===== config.mk =====
export PLATFORM = sky130hd
export DESIGN_NAME = duration_detector
export DESIGN_NICKNAME = d
export VERILOG_FILES = /design/src/rtl/duration_pkg.sv /design/src/rtl/duration_quantizer.sv /design/src/rtl/duration_detector.sv
export SDC_FILE = /design/constraint.sdc
export NUM_CORES = 1
export LEC_CHECK = 0
export CORE_AREA = 2 2 62 64
export CTS_BUF_LIST = sky130_fd_sc_hd__clkbuf_4
export CTS_CLUSTER_DIAMETER = 150
export DETAILED_ROUTE_END_ITERATION = 8
export DIE_AREA = 0 0 64 66
export GPL_TIMING_DRIVEN = 0
export PLACE_DENSITY = 0.77
export SETUP_SLACK_MARGIN = 0.15
export SYNTH_ARGS = -nofsm -noshare
export SYNTH_HDL_FRONTEND = slang
export SYNTH_SLANG_ARGS = --single-unit

===== constraint.sdc =====
create_clock -name clk_in -period 2.53 [get_ports clk_in]
set_input_delay 0.253 -clock clk_in [delete_from_list [all_inputs] [get_ports clk_in]]
set_output_delay 0.253 -clock clk_in [all_outputs]
set_load 0.02 [all_outputs]

===== src/rtl/duration_pkg.sv =====
// Shared types and constants for the duration detector: event durations,
// the rest index and the eighth-note length helper.
package duration_pkg;

   typedef enum logic [2:0] {
      DUR_NONE,
      DUR_EIGHTH,
      DUR_QUARTER,
      DUR_HALF,
      DUR_WHOLE
   } duration_t;

   localparam logic [5:0] REST_INDEX = 6'd0;

   // Eighth-note length in samples: half a beat at the given tempo.
   function automatic int unsigned eighth_len(input int unsigned bpm,
                                              input int unsigned sample_hz);
      return (sample_hz * 30) / bpm;
   endfunction

endpackage


===== src/rtl/duration_quantizer.sv =====
// Maps a completed run length to a note duration class.
// DURATION_DETECTOR_GLITCH_FILTER_EN drops runs shorter than half an eighth.
module duration_quantizer
   import duration_pkg::*;
#(
   parameter int unsigned E  = 1500,
   parameter int unsigned CW = 14
) (
   input  logic [CW-1:0] run_len_i,
   output duration_t     dur_o
);

   localparam logic [CW-1:0] T_GLITCH  = CW'(E / 2);
   localparam logic [CW-1:0] T_QUARTER = CW'((3 * E) / 2);
   localparam logic [CW-1:0] T_HALF    = CW'(3 * E);
   localparam logic [CW-1:0] T_WHOLE   = CW'(6 * E);

   always_comb begin
      dur_o = DUR_WHOLE;
      if (run_len_i == '0) begin
         dur_o = DUR_NONE;
      end else if (run_len_i < T_GLITCH) begin
`ifdef DURATION_DETECTOR_GLITCH_FILTER_EN
         dur_o = DUR_NONE;
`else
         dur_o = DUR_EIGHTH;
`endif
      end else if (run_len_i < T_QUARTER) begin
         dur_o = DUR_EIGHTH;
      end else if (run_len_i < T_HALF) begin
         dur_o = DUR_QUARTER;
      end else if (run_len_i < T_WHOLE) begin
         dur_o = DUR_HALF;
      end
   end

endmodule


===== src/rtl/duration_detector.sv =====
// Turns a strobed pitch-index stream into note/rest events with quantized duration.
// Optional glitch filtering via DURATION_DETECTOR_GLITCH_FILTER_EN (see quantizer).
module duration_detector
   import duration_pkg::*;
#(
   parameter int unsigned BPM       = 120,
   parameter int unsigned SAMPLE_HZ = 6000
) (
   input  logic       clk_in,
   input  logic       rst_in,
   input  logic [5:0] note_index,
   input  logic       note_index_ready,
   output logic       new_note_ready,
   output logic [5:0] new_note_tone,
   output logic       eighth_note,
   output logic       quarter_note,
   output logic       half_note,
   output logic       whole_note,
   output logic       eighth_rest,
   output logic       quarter_rest,
   output logic       half_rest,
   output logic       whole_rest
);

   localparam int unsigned E         = eighth_len(BPM, SAMPLE_HZ);
   localparam int unsigned WHOLE_LEN = 8 * E;
   localparam int unsigned CW        = $clog2(WHOLE_LEN + 1);
   localparam logic [CW-1:0] WHOLE_CNT = CW'(WHOLE_LEN);

   logic [5:0]    cur_tone_q, cur_tone_d;
   logic [CW-1:0] run_len_q, run_len_d;
   logic          ready_q;
   logic [5:0]    tone_q;
   logic [3:0]    note_flags_q, rest_flags_q;
   duration_t     quant_dur, emit_dur;

   function automatic logic [3:0] dur_onehot(input duration_t d);
      case (d)
         DUR_EIGHTH:  return 4'b0001;
         DUR_QUARTER: return 4'b0010;
         DUR_HALF:    return 4'b0100;
         DUR_WHOLE:   return 4'b1000;
         default:     return 4'b0000;
      endcase
   endfunction

   duration_quantizer #(.E(E), .CW(CW)) u_quant (
      .run_len_i (run_len_q),
      .dur_o     (quant_dur)
   );

   // A run reaching a whole note is emitted in place and the count restarts.
   always_comb begin
      cur_tone_d = cur_tone_q;
      run_len_d  = run_len_q;
      emit_dur   = DUR_NONE;
      if (note_index_ready) begin
         if (note_index == cur_tone_q) begin
            if (run_len_q + 1'b1 == WHOLE_CNT) begin
               emit_dur  = DUR_WHOLE;
               run_len_d = '0;
            end else begin
               run_len_d = run_len_q + 1'b1;
            end
         end else begin
            emit_dur   = quant_dur;
            cur_tone_d = note_index;
            run_len_d  = CW'(1);
         end
      end
   end

   always_ff @(posedge clk_in or posedge rst_in) begin
      if (rst_in) begin
         cur_tone_q   <= '0;
         run_len_q    <= '0;
         ready_q      <= 1'b0;
         tone_q       <= '0;
         note_flags_q <= '0;
         rest_flags_q <= '0;
      end else begin
         cur_tone_q   <= cur_tone_d;
         run_len_q    <= run_len_d;
         ready_q      <= (emit_dur != DUR_NONE);
         note_flags_q <= '0;
         rest_flags_q <= '0;
         if (emit_dur != DUR_NONE) begin
            tone_q <= cur_tone_q;
            if (cur_tone_q == REST_INDEX) rest_flags_q <= dur_onehot(emit_dur);
            else                          note_flags_q <= dur_onehot(emit_dur);
         end
      end
   end

   assign new_note_ready = ready_q;
   assign new_note_tone  = tone_q;
   assign eighth_note    = note_flags_q[0];
   assign quarter_note   = note_flags_q[1];
   assign half_note      = note_flags_q[2];
   assign whole_note     = note_flags_q[3];
   assign eighth_rest    = rest_flags_q[0];
   assign quarter_rest   = rest_flags_q[1];
   assign half_rest      = rest_flags_q[2];
   assign whole_rest     = rest_flags_q[3];

endmodule


# Word-level counts from Yosys, hierarchy flattened
# Cells that the tools add are included.
# totals
in_bits	9
out_inout_bits	15
word_cells	37
reg_bits	35
# op_classes
n_lt_le_gt_ge	4
reduce_logical	4
n_eq_ne	6
mux	15
n_bitwise	1
add_sub_neg	1
# ops
op	count
$mux W14	2
$mux W3	8
$mux W4	4
$pmux W4 S4	1
$add A14 B1 Y14 const B	1
$eq A14 B14 Y1 const B	1
$logic_not A14 Y1	1
$lt A14 B10 Y1 const B	1
$lt A14 B12 Y1 const B	1
$lt A14 B13 Y1 const B	1
$lt A14 B14 Y1 const B	1
$eq A3 B2 Y1 const B	2
$eq A6 B6 Y1	1
$logic_not A6 Y1	1
$eq A3 B1 Y1 const B	1
$eq A3 B3 Y1 const B	1
$reduce_bool A3 Y1	1
$reduce_and A2 Y1	1
$not A1 Y1	1

# Longest topological paths before layout
# Gate-level depths: netlist of run 1.
# depth
depth_word	12
mapped_depth	7
mapped_depth_nobuf	7

# Hierarchy
# Synthesis of run 1 repeated with hierarchy kept, for this count alone.
# unflattened
hier_cells	206
hier_area_um2	2030.7
# modules_own_cells
mod	instances	cells_each	area_per_inst_um2
duration_detector	1	179	1860.5
duration_quantizer	1	27	170.2

# Worst setup path before layout of run 1
# Ideal clock, no wire load.
# synth_path
path_kind	register -> register
startpoint	register run_len_q[0]
endpoint	register tone_q[0] (netlist: new_note_tone[0])
path_slack_ns	0.520
stages_incl_launch_ff	8
path_buffers	0
required_time_ns	2.405
setup_time_ns	0.125
arrival_ns	1.885
cell_sequence	dfrtp_1 > ha_1 > nand3_1 > nor4_4 > xnor2_1 > and3_4 > a21oi_4 > mux2_2
# synth_via
elab_chain_len	9
# synth_lines
item	line	rtl
from (decl)	duration_detector.sv:31	logic [CW-1:0] run_len_q, run_len_d;
from (signal assigned)	duration_detector.sv:83	run_len_q <= run_len_d;
$lt A14 B14 Y1	duration_quantizer.sv:32	end else if (run_len_i < T_WHOLE) begin
$mux W3	duration_quantizer.sv:32	
$mux W3	duration_quantizer.sv:30	end else if (run_len_i < T_HALF) begin
$mux W3	duration_quantizer.sv:28	end else if (run_len_i < T_QUARTER) begin
$mux W3	duration_quantizer.sv:22	end else if (run_len_i < T_GLITCH) begin
$mux W3	duration_quantizer.sv:20	if (run_len_i == '0) begin
$mux W3 *	duration_detector.sv:58	if (note_index == cur_tone_q) begin
$mux W3 *	duration_detector.sv:57	if (note_index_ready) begin
$reduce_bool A3 Y1 *	duration_detector.sv:87	if (emit_dur != DUR_NONE) begin
to (signal assigned)	duration_detector.sv:88	tone_q <= cur_tone_q;
to (decl)	duration_detector.sv:33	logic [5:0] tone_q;
# Every way passes the cells marked *; elsewhere a longest branch is shown, timed or not.
# A chain may end at the register's enable or synchronous reset.

# Worst setup path in the final report of run 1
# layout_path
startpoint	register cur_tone_q[1]
endpoint	register tone_q[3] (netlist: new_note_tone[3])
# layout_via
elab_chain_len	4
# layout_lines
item	line	rtl
from (decl)	duration_detector.sv:30	logic [5:0] cur_tone_q, cur_tone_d;
from (signal assigned)	duration_detector.sv:82	cur_tone_q <= cur_tone_d;
$eq A6 B6 Y1	duration_detector.sv:58	
$mux W3	duration_detector.sv:58	
$mux W3	duration_detector.sv:57	
$reduce_bool A3 Y1	duration_detector.sv:87	
# No other way between the ends.

==> reports/qor.yml, run 1 <==
outcome:
  status: "finished clean"
critical_path:
  endpoint_kind: "register"
  max_stage_delay_ns: 0.43
  startpoint_type: "register"
  crit_buf_inv: 1
  cp_slowest_cell: "dfrtp_1"
  path_cells: "xnor2_1 -> nand4_1 -> or2_1 -> dlygate4sd1_1 -> and3_2 -> a21oi_4 -> mux2_2"
  cpLargestDelayFamily: "simple AND/OR/NAND/NOR gates"
  timing.rr.end: "new_note_tone[3]"
  cp.required_ns: 2.77
  timing.rr.start: "cur_tone_q[1]"
  cp_max_fo: 7
  reg2reg_setup_slack_ns: 0.31
  path_class: "reg -> reg"
  rr_worst_depth: 7
  cp_data_arrival_time_ns: 2.46
die:
  core_um2: 3550
  pin_count: 24
  start_util: 0.532
  fp.dieArea_um2: 4220
  core.rowCount: 22
  die_h_um: 66
  dieWidth_um: 64
synthesis:
  syn_nets: 203
  synthArstFlopShare: 1.00
  netlist_instances: 191
  yosysSeqAreaShare: 0.464
  netlist_area_um2: 1890
  synth-main-ff-cell: "dfrtp_1"
  netlist-cell-type-count: 47
  synth-edff-count: 0
  syn_avg_cell_area_um2: 9.89
  ys_ff_latch: 35
  yosys_warnings: 0
clock_tree:
  cts_htree_levels: 2
  clk-insertion-delay-late_ns: 0.34
  path_clk_slew_ns: 0.11
  postCtsHoldBufs: 0
  cts_num_sinks: 35
  root_buffer: "clkbuf_4"
  cts_tree: "built"
  clock_path_buffers: 2
  numCtsBuffers: 5
timing:
  rsz0062_at_grt: "no"
  fin_crit_sh: 0.878
  maxSlewViolCount: 0
  max_slew.worst_pin.slew_ns: 0.695
  setup_viol: 0
  fin_skew_ns: 0.00542
  max_freq_mhz: 450
  min_period_ns: 2.22
  hold_viol_final: 0
  setup_tns_ns: 0
  maxSlewHeadroom: 0.536
finish:
  area_growth_pct: 22.6
  diodes: 0
  utilization: 0.652
  finalNetCount: 238
  drive_gt1_frac: 0.189
routing:
  wl_per_cell_um: 14.1
  drt_iter0_markers: 101
  wl_um: 3870
  via_per_inst: 5.50
  ant_nets: 0
  via_count: 1513
  route.detailed.drc: 0
  drt_pass1_iterations: 5
power_and_ir_drop:
  pwr_density_cell_nw_per_um2: 518
  cellLeakagePower_nw: 0.951
  vdd_drop_max_mv: 0.360
global_routing:
  antenna_found_initial: 0
  grt_max_degree: 36
  grt_pass1_wl_um: 6710
  grt_use_total: 0.208
  grt_pass1_vias: 1490
  overflow: 0
placed_design:
  portBuffers: 23
  hpwl_um: 2750
  gp_congestion: 0.905
worst_hold_path:
  min_path_type: "in -> async"
job:
  drv_cap: 0
==> cell families after synthesis <==
group           after synthesis  synth area share
fa+ha+maj                     3            0.0199
mux                          12            0.0716
flops                        35             0.464
simple gates                 84             0.232
buf+inv                      17            0.0451
compound gates               24            0.0934
xor+xnor                     16            0.0742
==> state kept, by name (all words and copies together) (netlist names) <==
name            flops
rest_flags_q        4
new_note_tone       6
new_note_ready      1
cur_tone_q          6
run_len_q          14
note_flags_q        4
==> synthesized netlist by cell type, types with 2 or more instances <==
master	number	area [um^2]
buf_4	4	30.0
o21ai_0	5	25.0
nand3_1	7	35.0
nand2_1	18	67.6
and3_1	2	12.5
nor4_1	4	25.0
mux2_2	12	135
a31oi_1	2	12.5
inv_1	9	33.8
xnor2_1	11	96.3
a21oi_1	5	25.0
nor3_1	7	35.0
dfrtp_1	35	876
nand4_1	7	43.8
and3_2	2	15.0
xor2_1	5	43.8
nor2_1	24	90.1
ha_1	3	37.5
==> how the worst max path moves through the flow <==
stage	startpoint	endpoint	slack (ns)	depth (start not counted)
after floorplan	run_len_q[0]	new_note_tone[0]	0.52	7
after global placement	note_index[1]	new_note_tone[3]	0.01	8
after detailed placement	note_index[3]	new_note_tone[3]	0.008	8
after CTS	run_len_q[1]	new_note_tone[3]	0.16	7
after global routing	cur_tone_q[1]	new_note_tone[3]	0.14	7
final	cur_tone_q[1]	new_note_tone[3]	0.31	7
==> report_power, final <==
part	leakage (nW)	total [mW]	internal, mW	switching (mW)
Sequential	0.450	0.612	0.590	0.0213
Clock	0.0452	0.404	0.208	0.197
Combinational	0.455	0.184	0.0939	0.0898
Total	0.951	1.20	0.892	0.308
==> per-layer routing <==
layer / share of wire / wire length, um / GRT usage / vias to the layer above
li1: - / - / - / 740
met1: 0.44 / 1720 / 0.253 / 724
met2: 0.49 / 1890 / 0.352 / 39
met3: 0.045 / 174 / 0.0562 / 10
met4: 0.023 / 89 / 0.0788 / 0
met5: 0 / 0 / 0 / -
==> stage by stage <==
step	std cells	total power, mW	cell area [um^2]	hold slack (ns)	setup slack (ns)
floorplan	191	0.723	1890	0.405	0.520
global placement	262	0.796	2180	0.487	0.0149
detailed placement	262	0.800	2180	0.494	0.00781
CTS	271	1.20	2270	0.520	0.160
global route	275	1.26	2310	0.394	0.144
finish	275	1.20	2310	0.334	0.309
==> final cells by class <==
class	instances	area [um^2]
plain buffers	8	51.3
clock buffers	5	37.5
clock inverters	3	43.8
fillers	286	1240
inverters	9	33.8
multi-input cells	139	942
flip-flops and latches	35	878
well taps	48	60.1
repair buffers	28	268
==> layout by cell type, fill, tap and decap left out, drive strengths merged, types with 8 or more instances in the layout <==
master,n
buf,10
clkdlybuf4s50,23
mux2,12
inv,9
nand3,8
xnor2,11
nand2,19
dfrtp,35
nor2,24
==> what timing repair did <==
action / in CTS / in global routing
setup buffers: 1 / 4
resized for setup: 2 / 3
endpoints found under the setup margin: 6 / 13
pin swaps: 1 / 3
Note: power is estimated with default switching activity, not from simulation.
==> run 2: changes to the inputs <==
--- a/config.mk
+++ b/config.mk
@@ -5,13 +5,13 @@
 export SDC_FILE = /design/constraint.sdc
 export NUM_CORES = 1
 export LEC_CHECK = 0
-export CORE_AREA = 2 2 62 64
+export CORE_AREA = 2 2 68 70
 export CTS_BUF_LIST = sky130_fd_sc_hd__clkbuf_4
 export CTS_CLUSTER_DIAMETER = 150
 export DETAILED_ROUTE_END_ITERATION = 8
-export DIE_AREA = 0 0 64 66
+export DIE_AREA = 0 0 70 72
 export GPL_TIMING_DRIVEN = 0
-export PLACE_DENSITY = 0.77
+export PLACE_DENSITY = 0.66
 export SETUP_SLACK_MARGIN = 0.15
 export SYNTH_ARGS = -nofsm -noshare
 export SYNTH_HDL_FRONTEND = slang
==> reports/qor.yml, run 2 (synthesis results as in run 1) <==
outcome:
  status: "finished clean"
die:
  pin_count: 24
  core_um2: 4260
  start_util: 0.443
  die_h_um: 72
  fp.dieArea_um2: 5040
  dieWidth_um: 70
  core.rowCount: 24
clock_tree:
  path_clk_slew_ns: 0.11
  cts_htree_levels: 2
  cts_num_sinks: 35
  cts_tree: "built"
  clk-insertion-delay-late_ns: 0.35
  root_buffer: "clkbuf_4"
  numCtsBuffers: 5
  clock_path_buffers: 2
  postCtsHoldBufs: 0
finish:
  final_cell_mix: "dfrtp_1 (35), nor2_1 (24), clkdlybuf4s50_1 (23)"
  fin_cells: 277
  finalNetCount: 236
  diodes: 0
  area_growth_pct: 23.2
  largest_reg_flops: 14
  drive_gt1_frac: 0.173
  largest-register: "run_len_q"
  layout_commonest_cell: "dfrtp_1"
timing:
  maxSlewViolCount: 0
  fin_skew_ns: 0.0130
  fin_hold_ws_ns: 0.334
  maxSlewHeadroom: 0.509
  max_freq_mhz: 446
  setup_viol: 0
  max_slew.worst_pin.slew_ns: 0.718
  hold_viol_final: 0
  min_period_ns: 2.24
  rsz0062_at_grt: "no"
  fin_crit_sh: 0.885
power_and_ir_drop:
  vdd_drop_max_mv: 0.360
  total_power_mw: 1.31
  cellLeakagePower_nw: 0.953
  pwr_density_cell_nw_per_um2: 562
  comb_power_share: 0.138
  pwr-share-clk: 0.394
  pwr-share-seq: 0.468
  netSwitchingPower_mw: 0.305
  p_int_mw: 1.00
  switching_share: 0.234
critical_path:
  endpoint_kind: "register"
  path_class: "reg -> reg"
  cp_max_fo: 7
  timing.rr.start: "cur_tone_q[1]"
  cp_slowest_cell: "dfrtp_1"
  max_stage_delay_ns: 0.43
  cp-startpoint: "cur_tone_q[1]"
  crit_buf_inv: 1
  startpoint_type: "register"
  cp.required_ns: 2.76
  cp_data_arrival_time_ns: 2.47
  cpLargestDelayFamily: "simple AND/OR/NAND/NOR gates"
  path_cells: "xnor2_1 -> nand4_1 -> or2_1 -> dlygate4sd1_1 -> and3_2 -> a21oi_4 -> mux2_2"
routing:
  via_count: 1484
  drt_pass1_iterations: 4
  drt_iter0_markers: 76
  wl_um: 3940
  via_per_inst: 5.36
  wl_per_cell_um: 14.2
  route.detailed.drc: 0
  ant_nets: 0
global_routing:
  grt_max_degree: 36
  antenna_found_initial: 0
  overflow: 0
  grt_pass1_wl_um: 6720
  grt_use_total: 0.169
  grt_pass1_vias: 1409
placed_design:
  portBuffers: 23
  gp_congestion: 0.819
  dp.cells: 266
  hpwl_um: 2790
worst_hold_path:
  min_path_type: "in -> async"
job:
  drv_cap: 0
==> run 2: changes by cell type in the layout (fill, tap and decap cells not counted), sizes merged <==
cell	before	now
clkinv	2	0
clkbuf	7	8
buf	10	8
bufinv	1	2
==> run 2: cell type report <==
cell class / instances / area, um^2
sequential: 35 / 876
clock buffer: 6 / 45.0
timing repair buffer: 26 / 253
inverter: 9 / 33.8
multi-input combinational: 139 / 942
clock inverter: 2 / 60.1
fill: 378 / 1940
buffer: 8 / 51.3
tap: 52 / 65.1
==> run 2: metrics by stage <==
step | setup WS (ns) | cell area [um^2] | util | setup TNS (ns)
floorplan | 0.520 | 1890 | - | 0
global placement | 0.000614 | 2180 | 0.512 | 0
detailed placement | -0.0199 | 2180 | 0.512 | -0.0878
CTS | 0.159 | 2310 | 0.542 | 0
global route | 0.151 | 2330 | 0.545 | 0
finish | 0.290 | 2330 | 0.545 | 0
==> run 2: per-layer routing <==
layer  up-vias  part of all wire  track usage
met5         -                 0            0
met4         0             0.017       0.0449
met3         9             0.063       0.0528
met2        41              0.46        0.268
met1       699              0.46        0.227
li1        735                 -            -
==> run 2: repair_timing <==
action                                  CTS  global route
pin swaps                                 2             2
resized for setup                         2             1
endpoints found under the setup margin    6            12
buffers inserted                          2             1
==> run 2: power by group through the flow <==
| stage | Combinational (mW) | Sequential [mW] | Clock, mW |
|---|---|---|---|
| floorplan | 0.0772 | 0.646 | 0 |
| global placement | 0.175 | 0.623 | 0 |
| detailed placement | 0.177 | 0.624 | 0 |
| CTS | 0.181 | 0.612 | 0.528 |
| global route | 0.196 | 0.617 | 0.543 |
| finish | 0.181 | 0.611 | 0.515 |
==> run 2: worst paths after layout <==
path / to / slack, ns / cells past startpoint
max in group asynchronous: run_len_q[3] / 1.73 / 2
min in group clk_in: new_note_tone[2] / 0.52 / 1
max reg2reg: new_note_tone[5] / 0.29 / 7
max: new_note_tone[5] / 0.29 / 7
min: run_len_q[10] / 0.33 / 2
min reg2reg: new_note_tone[2] / 0.52 / 1
==> run 2: worst reg2reg max path, cell delays in order, from the launching register on <==
cell	delay (ns)
dfrtp_1	0.43
xnor2_1	0.18
nand4_1	0.13
or2_1	0.22
dlygate4sd1_1	0.30
and3_2	0.26
a21oi_4	0.24
mux2_2	0.37
==> run 3: changes to the inputs <==
--- a/config.mk
+++ b/config.mk
@@ -16,3 +16,4 @@
 export SYNTH_ARGS = -nofsm -noshare
 export SYNTH_HDL_FRONTEND = slang
 export SYNTH_SLANG_ARGS = --single-unit
+export TNS_END_PERCENT = 5
==> reports/qor.yml, run 3 (synthesis results as in run 1) <==
die:
  dieWidth_um: 70
  pin_count: 24
  core_um2: 4260
  die_h_um: 72
  start_util: 0.443
  core.rowCount: 24
  fp.dieArea_um2: 5040
routing:
  wl_per_cell_um: 14.3
  route.detailed.drc: 0
  via_per_inst: 5.34
  ant_nets: 0
  via_count: 1474
  drt_iter0_markers: 107
  drt_pass1_iterations: 4
  wl_um: 3940
placed_design:
  portBuffers: 23
  dp_slack_ns: -0.0199
  gp_congestion: 0.819
  hpwl_um: 2790
finish:
  drive_gt1_frac: 0.170
  final_cell_mix: "dfrtp_1 (35), nor2_1 (24), clkdlybuf4s50_1 (23)"
  diodes: 0
  fillers: 378
  largest_reg_flops: 14
  finalNetCount: 235
  largest-register: "run_len_q"
  layout_commonest_cell: "dfrtp_1"
  multiInputGateArea_um2: 942
  area_growth_pct: 22.8
  utilization: 0.544
  seqCellArea_um2: 876
critical_path:
  endpoint_kind: "register"
  cp_data_arrival_time_ns: 2.49
  path_class: "reg -> reg"
  cp.depth: 7
  path_cells: "xnor2_1 -> nand4_1 -> or2_1 -> dlygate4sd1_1 -> and3_2 -> a21oi_4 -> mux2_2"
  rr_worst_depth: 7
  cp_slowest_cell: "dfrtp_1"
  cp_max_fo: 7
  startpoint_type: "register"
  cpLargestDelayFamily: "simple AND/OR/NAND/NOR gates"
  crit_buf_inv: 1
  max_stage_delay_ns: 0.43
  cp.required_ns: 2.76
clock_tree:
  path_clk_slew_ns: 0.12
  root_buffer: "clkbuf_4"
  cts_tree: "built"
  numCtsBuffers: 5
  cts_htree_levels: 2
  clk-insertion-delay-late_ns: 0.35
  cts_num_sinks: 35
  clock_path_buffers: 2
outcome:
  status: "finished clean"
global_routing:
  overflow: 0
  grtUsageMet3: 0.0528
  grt_pass1_wl_um: 6720
  use_met1: 0.227
  antenna_found_initial: 0
  busiest_layer: "met2"
  grt_max_degree: 36
  grt_pass1_vias: 1409
  grt_use_total: 0.169
  gr-usage-met2: 0.268
timing:
  fin_skew_ns: 0.0140
  min_period_ns: 2.26
  max_freq_mhz: 443
  maxSlewViolCount: 0
  fin_crit_sh: 0.892
  maxSlewHeadroom: 0.525
  setup_viol: 0
  setup_slack_ns: 0.274
  hold_viol_final: 0
  rsz0062_at_grt: "yes"
  max_slew.worst_pin.slew_ns: 0.711
power_and_ir_drop:
  cellLeakagePower_nw: 0.948
  vdd_drop_max_mv: 0.361
  pwr_density_cell_nw_per_um2: 563
job:
  drv_cap: 0
worst_hold_path:
  min_path_type: "in -> async"
## run 3: cell types whose count changed in the layout (fill, tap and decap cells not counted)
cell   delta
buf_4     -1
## run 3: cell type report
cell class                 count  share of cell area
multi-input combinational    139               0.406
sequential                    35               0.378
timing repair buffer          25               0.106
tap                           52              0.0281
clock inverter                 2              0.0259
buffer                         8              0.0221
clock buffer                   6              0.0194
inverter                       9              0.0146
## run 3: path summary, 6_finish.rpt
check	from	slack, ns	to
setup reg to reg	cur_tone_q[3]	0.27	new_note_tone[5]
setup / recovery	cur_tone_q[3]	0.27	new_note_tone[5]
hold / removal	rst_in	0.33	run_len_q[10]
hold reg to reg	new_note_tone[2]	0.52	new_note_tone[2]
min in group clk_in	new_note_tone[2]	0.52	new_note_tone[2]
max in group asynchronous	rst_in	1.73	run_len_q[3]
## run 3: power breakdown
part | leakage (nW) | internal [mW] | switching [mW]
sequential | 0.452 | 0.590 | 0.0215
clock | 0.0559 | 0.319 | 0.196
combinational | 0.440 | 0.0907 | 0.0885
## run 3: what timing repair did
item,CTS,global route
setup endpoints to repair,6,12
resized for setup,2,1
buffers inserted,2,0
pin swaps,2,1
hold buffers,0,0
## run 3: metal layers
layer / routed length, um / vias up / share of wire
met1: 1850 / 697 / 0.47
met2: 1790 / 37 / 0.45
met5: 0 / - / 0
met4: 54 / 0 / 0.014
li1: - / 733 / -
met3: 243 / 7 / 0.062
## run 3: per-stage QoR
step                hold slack [ns]  instances  instance area, um^2  TNS [ns]  power, mW
floorplan                     0.405        191                 1890         0      0.723
global route                  0.418        276                 2320         0       1.35
CTS                           0.522        276                 2310         0       1.32
detailed placement            0.495        266                 2180   -0.0878      0.800
global placement              0.490        266                 2180         0      0.798
finish                        0.333        276                 2320         0       1.31
